[config.mk]
export PLATFORM = sky130hd
export DESIGN_NAME = udp_writer
export DESIGN_NICKNAME = d
export VERILOG_FILES = /design/src/rtl/udp_writer.sv
export SDC_FILE = /design/constraint.sdc
export NUM_CORES = 1
export LEC_CHECK = 0
export BUFFER_PORTS_ARGS = -buffer_cell sky130_fd_sc_hd__buf_2
export CELL_PAD_IN_SITES_DETAIL_PLACEMENT = 0
export CELL_PAD_IN_SITES_GLOBAL_PLACEMENT = 1
export CORE_MARGIN = 1
export CORE_UTILIZATION = 42
export CTS_CLUSTER_SIZE = 16
export DETAILED_ROUTE_END_ITERATION = 8
export PLACE_DENSITY_LB_ADDON = 0.1
export RECOVER_POWER = 25
export SLEW_MARGIN = 40
export SYNTH_ARGS = -nofsm -noshare
export SYNTH_HDL_FRONTEND = slang
export SYNTH_SLANG_ARGS = --single-unit
[constraint.sdc]
create_clock -name clk -period 2.1 [get_ports clk]
set_input_delay 0.105 -clock clk [delete_from_list [all_inputs] [get_ports clk]]
set_output_delay 0.105 -clock clk [all_outputs]
set_load 0.1 [all_outputs]
[src/rtl/udp_writer.sv]
// udp_writer: captures a CAPACITY-byte word on a send strike, requests the UDP
// TX path, then streams the bytes MSB-first with a last marker, followed by a
// minimum idle gap before the next frame may be requested.
module udp_writer #(
  parameter int CAPACITY   = 4,
  parameter int GAP_CYCLES = 16
) (
  input  logic                  clk,
  input  logic                  rstn,
  input  logic                  send,
  input  logic [CAPACITY*8-1:0] i_data,
  output logic                  tx_req,
  input  logic                  tx_ack,
  output logic                  tx_valid,
  input  logic                  tx_ready,
  output logic [7:0]            tx_data,
  output logic                  tx_last,
  output logic                  busy,
  output logic                  done,
  output logic                  error
);

  localparam int IW = (CAPACITY > 1) ? $clog2(CAPACITY) : 1;
  localparam int GW = (GAP_CYCLES > 0) ? $clog2(GAP_CYCLES + 1) : 1;
  localparam logic [IW-1:0] LAST_IDX = IW'(CAPACITY - 1);
  localparam logic [GW-1:0] GAP_INIT = GW'(GAP_CYCLES);

  typedef enum logic [1:0] {S_IDLE, S_REQ, S_SEND, S_GAP} state_t;

  state_t                state, state_nx;
  logic [CAPACITY*8-1:0] shadow, shadow_nx;
  logic [IW-1:0]         idx, idx_nx;
  logic [GW-1:0]         gcnt, gcnt_nx;
  logic                  done_q, done_nx;
  logic                  err_q, err_nx;
  logic                  hs;
  logic [7:0]            cur_byte;

  // Outputs decode straight from state so reset clears them asynchronously.
  assign busy     = (state != S_IDLE);
  assign tx_req   = (state == S_REQ) || (state == S_SEND);
  assign tx_valid = (state == S_SEND);
  assign tx_last  = (state == S_SEND) && (idx == LAST_IDX);
  assign tx_data  = (state == S_SEND) ? cur_byte : 8'h00;
  assign done     = done_q;
  assign error    = err_q;
  assign hs       = tx_valid & tx_ready;

  // Byte select: idx 0 maps to the top byte of the shadow word.
  always_comb begin
    cur_byte = 8'h00;
    for (int i = 0; i < CAPACITY; i++)
      if (idx == IW'(CAPACITY - 1 - i)) cur_byte = shadow[i*8 +: 8];
  end

  // State and datapath registers.
  always_ff @(posedge clk or negedge rstn) begin
    if (!rstn) begin
      state  <= S_IDLE;
      shadow <= '0;
      idx    <= '0;
      gcnt   <= '0;
      done_q <= 1'b0;
      err_q  <= 1'b0;
    end else begin
      state  <= state_nx;
      shadow <= shadow_nx;
      idx    <= idx_nx;
      gcnt   <= gcnt_nx;
      done_q <= done_nx;
      err_q  <= err_nx;
    end
  end

  // Next-state logic; a send outside IDLE is dropped and flagged.
  always_comb begin
    state_nx  = state;
    shadow_nx = shadow;
    idx_nx    = idx;
    gcnt_nx   = gcnt;
    done_nx   = 1'b0;
    err_nx    = send && (state != S_IDLE);
    case (state)
      S_IDLE: if (send) begin
        state_nx  = S_REQ;
        shadow_nx = i_data;
        idx_nx    = '0;
      end
      S_REQ: if (tx_ack) state_nx = S_SEND;
      S_SEND: if (hs) begin
        if (idx == LAST_IDX) begin
          state_nx = S_GAP;
          gcnt_nx  = GAP_INIT;
          done_nx  = 1'b1;
        end else begin
          idx_nx = idx + IW'(1);
        end
      end
      S_GAP: begin
        if (gcnt == '0) state_nx = S_IDLE;
        else            gcnt_nx  = gcnt - GW'(1);
      end
      default: state_nx = S_IDLE;
    endcase
  end

endmodule

==> impl_metrics.tcl, run 1 <==
set metrics [dict create \
    status "finished clean" \
    drc_errors 0 \
    placed_cells 313 \
    worstPathCellList "inv_2 > ha_4 > nor2b_4 > a221oi_1 > a211o_1 > a21oi_4 > buf_12" \
    cp-end-kind "output pin" \
    dr_total_vias 1683 \
    layout-drive-gt1-share_pct 40.2 \
    area_delta_synth_final_pct 32.6 \
    synth.most_common_cell "dfrtp_1" \
    rows 26 \
    switching_share_pct 47.3 \
    maxCapViolCount 0 \
    htree_levels 2 \
    avgSynthCellArea_um2 11.3 \
    path_clk_slew_ps 80 \
    finClkSkew_ps 8.15 \
    dp_hpwl_um 3480 \
    cp-start-kind "flip-flop" \
    syn_area_um2 2240 \
    netlist.area_leader.share_pct 48.1 \
    hp-class "primary input to flip-flop" \
    final.setup.tns_ps 0 \
    p_comb_share_pct 58.2 \
    drv_slew 0 \
    rsz0062_at_grt "false" \
    yosysUniqueCellTypes 38 \
    initial_utilization_pct 43.8 \
    worst_slew_pin_slew_ps 805 \
    crit_required_ps 2000 \
    synth_area_leaders "dfrtp_1 (48%), mux2_2 (8.6%), mux2_1 (7.6%), ha_1 (5.0%), a211o_1 (2.7%)" \
    antenna_left 0 \
    routabilityCongestion 0.844 \
    crit_fanout 7 \
    die_area_um2 5620 \
    critPathKind "flip-flop to output pin" \
    die_w_um 75.0 \
    cts_sinks 43 \
    ios 51 \
    core_um2 5110 \
    track_usage_pct 18.7 \
    multi_input_comb_area_um2 1190 \
    vias_per_cell 5.19 \
    max_stage_delay_ps 420 \
    yosys.area.top_type "dfrtp_1" \
    drtIter0Drc 110 \
    slew_headroom_pct 46.4 \
    routedWlPerCell_um 14.8 \
    yosysSeqAreaShare_pct 48.1 \
    finalCriticalPeriod_ps 2020 \
    wirelength_um 4800 \
    fmax_ghz 0.495 \
    yosysWarnings 0 \
    p_int_mw 2.63 \
    nNetsFinal 299 \
    grt_pass1_vias 1571 \
    irDropWorstVdd_v 0.000989 \
    hold_viol 0 \
    portBuffers 50 \
    critPathTopFamily "compound AO/OA/AOI/OAI gates" \
    p_leak_nw 1.29 \
    crit_slowest_cell "dfrtp_2" \
    grt_max_degree 21 \
    antenna_found_initial 0 \
    overflow 0 \
    hold_ws_ps 11.8 \
    syn_inst 198 \
    power_density_nw_per_um2 1680 \
    clock_path_buffers 2 \
    instances_no_fill 324 \
    insertion_delay_ps 300 \
    cp_data_arrival_time_ps 1920 \
    path_buf_inv 2 \
    cts_made_buffers 5 \
    nFillCells 470 \
    ys_seq_elements 43 \
    clkPwrFrac_pct 11.3 \
    antenna-diode-count 0 \
    synth-edff-count 0 \
    grt_first_pass_wirelength_um 7710 \
    dr.pass1.iters 4 \
    switchingPower_mw 2.36 \
    yosys-top-cells-count "dfrtp_1 (43), mux2_2 (17), inv_1 (16), nand2_1 (16), mux2_1 (15)" \
    synth_nets 244 \
    die_h_um 75.0 \
    cts_tree "done" \
    setup_violations 0 \
    synth_ff_type "dfrtp_1" \
    clockRootBuffer "clkbuf_8" \
    fin_crit_sh_pct 96.2 \
    seqCellArea_um2 1080 \
    pwr-share-seq_pct 30.5 \
    postSynth.asyncResetShare_pct 100 \
]
worst register-to-register path: stages, from the launching register on:
cell and delay (ps):
dfrtp_1 410, inv_1 160, ha_1 330, nand2_1 120, buf_4 240, mux2_1 340
what timing repair did:
item,CTS,global route
gates resized for setup,7,6
hold buffers,1,0
pin swaps,1,4
endpoints found under the setup margin,8,8
cloned,0,0
endpoints found under the hold margin,13,0
buffers inserted,1,1
final cells by class:
| class | instances | share of cell area [%] |
|---|---|---|
| clock buffers | 6 | 2.78 |
| clock inverters | 2 | 0.548 |
| inverters | 16 | 2.15 |
| multi-input cells | 129 | 40.2 |
| flip-flops and latches | 43 | 36.4 |
| well taps | 70 | 2.95 |
| repair buffers | 58 | 15.0 |
sequential cells by signal, summed over array words and instances, names as in the netlist:
signal / count
done: 1
error: 1
gcnt: 5
idx: 2
shadow: 32
state: 2
placed cells by master, fill, tap and decap left out, types with 3 or more instances in the layout:
cell type,count
nand2b_1,3
ha_4,4
a211o_1,7
inv_1,14
mux2_2,17
nand2_1,16
nor2_1,5
clkbuf_8,6
o21ai_0,7
buf_4,4
dfrtp_1,41
a21oi_4,7
ha_1,4
a221oi_1,7
buf_12,9
mux2_1,15
nor2b_1,5
buf_2,41
power by group through the flow:
stage	sequential [mW]	combinational, mW	clock (mW)
after global routing	1.58	3.13	0.616
after detailed placement	1.53	2.79	0
final	1.52	2.90	0.561
after global placement	1.53	2.78	0
after CTS	1.51	2.84	0.579
after floorplan	1.48	2.17	0
worst paths after layout:
path / from / end / slack (ps) / depth (start not counted)
setup / recovery: idx[0] / tx_data[7] / 80 / 7
hold / removal: i_data[29] / shadow[29] / 10 / 2
setup reg to reg: state[0] / shadow[14] / 400 / 5
hold reg to reg: shadow[30] / shadow[30] / 490 / 1
max in group asynchronous: rstn / idx[0] / 540 / 3
min in group asynchronous: rstn / shadow[1] / 400 / 2
per-stage QoR:
step	setup WS (ps)	total power, mW	cell area, um^2	util [%]
after CTS	2.66	4.93	2920	57.2
after detailed placement	118	4.32	2780	54.4
after global routing	1.15	5.32	2970	58.1
after global placement	162	4.31	2780	54.4
after floorplan	8.27	3.66	2340	-
final	79.4	4.98	2970	58.1
cells by family after synthesis:
| logic type | share of synthesized area, % |
|---|---|
| buffers and inverters | 4.98 |
| adders and majority gates | 5.03 |
| and+or+nand+nor | 10.9 |
| AOI/OAI and AO/OA | 13.8 |
| DFF | 48.1 |
| muxes | 17.2 |
layer usage:
metal | GRT usage, % | share of wire, % | up-vias
met4 | 5.03 | 0.85 | 0
met2 | 27.0 | 42 | 43
met3 | 4.82 | 5.2 | 4
li1 | - | - | 817
met1 | 27.7 | 52 | 819
met5 | 0 | 0 | -
(Power assumes the default switching activity.)
==> run 2, diff against run 1 <==
--- a/config.mk
+++ b/config.mk
@@ -5,13 +5,13 @@
 export SDC_FILE = /design/constraint.sdc
 export NUM_CORES = 1
 export LEC_CHECK = 0
-export BUFFER_PORTS_ARGS = -buffer_cell sky130_fd_sc_hd__buf_2
 export CELL_PAD_IN_SITES_DETAIL_PLACEMENT = 0
 export CELL_PAD_IN_SITES_GLOBAL_PLACEMENT = 1
 export CORE_MARGIN = 1
-export CORE_UTILIZATION = 42
+export CORE_UTILIZATION = 44
 export CTS_CLUSTER_SIZE = 16
 export DETAILED_ROUTE_END_ITERATION = 8
+export DONT_BUFFER_PORTS = 1
 export PLACE_DENSITY_LB_ADDON = 0.1
 export RECOVER_POWER = 25
 export SLEW_MARGIN = 40
==> constraint.sdc (replaced) <==
create_clock -name clk -period 1.79 [get_ports clk]
set_input_delay 0.0895 -clock clk [delete_from_list [all_inputs] [get_ports clk]]
set_output_delay 0.0895 -clock clk [all_outputs]
set_load 0.1 [all_outputs]
==> impl_metrics.tcl, run 2 (same netlist as run 1, synthesis figures left out) <==
set metrics [dict create \
    die_area_um2 5370 \
    maxCapViolCount 0 \
    grt_first_pass_wirelength_um 8510 \
    mostFrequentLayoutCells "dfrtp_1 (43), dlygate4sd3_1 (34), mux2_2 (17)" \
    insertion_delay_ps 290 \
    reg2reg_to "state[1]" \
    power_mw 5.96 \
    cp-start-kind "flip-flop" \
    status "finished with violations" \
    min_from "send" \
    hold_viol 0 \
    cts_sinks 43 \
    ios 51 \
    initial_utilization_pct 46.4 \
    rsz0062_at_grt "true" \
    core_um2 4820 \
    cp-end-kind "output pin" \
    rr_startpoint "idx[0]" \
    rows 25 \
    dr.pass1.iters 4 \
    cts_made_buffers 5 \
    path_clk_slew_ps 80 \
    vias_per_cell 5.34 \
    multi_input_comb_area_um2 1190 \
    clock_path_buffers 2 \
    critPathKind "flip-flop to output pin" \
    setup_violations 8 \
    die_w_um 73.3 \
    nNetsFinal 299 \
    r2r_cells 6 \
    finalCriticalPeriod_ps 2050 \
    crit_required_ps 1700 \
    routedWlPerCell_um 16.2 \
    dpl_worst_slack_ps -44.4 \
    routabilityCongestion 0.732 \
    reg_top3 "shadow (32), gcnt (5)" \
    grt_max_degree 44 \
    fin_ws_ps -257 \
    nFillCells 391 \
    cts_tree "done" \
    worst_slew_pin_slew_ps 1090 \
    antenna-diode-count 0 \
    seqCellArea_um2 1080 \
    violations "setup timing" \
    htree_levels 2 \
    cp_data_arrival_time_ps 1960 \
    clockRootBuffer "clkbuf_8" \
    fin_crit_sh_pct 114 \
    drtIter0Drc 122 \
    antenna_found_initial 0 \
    fmax_ghz 0.488 \
    irDropWorstVdd_v 0.00116 \
    regMostFlops "shadow" \
    layout-drive-gt1-share_pct 26.8 \
    wirelength_um 5200 \
    finClkSkew_ps 3.96 \
    grt_pass1_vias 1849 \
    dr_total_vias 1713 \
    final_common_cell "dfrtp_1" \
    portBuffers 0 \
    antenna_left 0 \
    drv_slew 0 \
    hp-class "primary input to flip-flop" \
    area_delta_synth_final_pct 41.4 \
    track_usage_pct 21.2 \
    drc_errors 0 \
    endpoint "tx_data[5]" \
    largest_reg_flops 32 \
    slew_headroom_pct 27.6 \
    power_density_nw_per_um2 1880 \
    dp_hpwl_um 3580 \
    overflow 0 \
    critPathLaunch "idx[1]" \
    rrSetupSlack_ps 110 \
    crit_fanout 7 \
    p_leak_nw 1.32 \
    die_h_um 73.3 \
    cts_setup_buffers 0 \
]
[run 2: cell types whose count changed in the layout (fill, tap and decap cells not counted), sizes merged]
cell	change
clkinvlp	-2
dlygate4sd3	+33
buf	-32
inv	+1
[run 2: cell type report]
class | count | share of cell area, %
Multi-Input combinational cell | 129 | 37.6
Sequential cell | 43 | 34.0
Timing Repair Buffer | 58 | 21.2
Tap cell | 67 | 2.65
Clock buffer | 7 | 2.41
Inverter | 16 | 1.90
Clock inverter | 1 | 0.158
[run 2: report_power, final]
group	switching (mW)	internal, mW	leakage, nW
Sequential	0.340	1.45	0.514
Combinational	2.13	1.45	0.767
Clock	0.321	0.274	0.0422
[run 2: metal layers]
| layer | global-route usage (%) | routed length [um] |
|---|---|---|
| met3 | 4.53 | 187 |
| met5 | 0 | 0 |
| met1 | 27.8 | 2360 |
| met2 | 35.7 | 2600 |
| met4 | 5.77 | 53 |
[run 2: worst max-delay path, stage by stage (launching register included)]
cell and delay (ps):
dfrtp_1 420, buf_6 130, ha_4 160, nor2b_4 190, a221oi_1 110, a211o_1 280, a21oi_4 180, buf_12 190
[run 2: worst min-delay path by stage]
| stage | endpoint | slack [ps] | cells past startpoint |
|---|---|---|---|
| 2_1_floorplan | done | -210 | 0 |
| 3_3_place_gp | gcnt[1] | -200 | 0 |
| 3_5_place_dp | gcnt[0] | -200 | 0 |
| 4_1_cts | done | 20 | 1 |
| 5_1_grt | done | 20 | 1 |
| 6_report | idx[0] | 30 | 3 |
[run 2: stage by stage]
stage               utilization (%)  instances  hold WS (ps)  TNS (ps)  instance area (um^2)
floorplan                         -        198          -206     -1220                  2370
global placement               56.3        278          -205     -12.6                  2710
detailed placement             56.3        278          -205      -180                  2710
CTS                            66.1        321          17.6     -1900                  3180
global route                   65.7        321          21.5     -2630                  3160
finish                         65.7        321          27.0     -1850                  3160
[run 2: repair_timing]
item	4_1_cts	5_1_grt
pin swaps	3	0
setup endpoints to repair	8	9
hold endpoints to repair	77	0
resized for setup	6	1
hold buffers	35	0
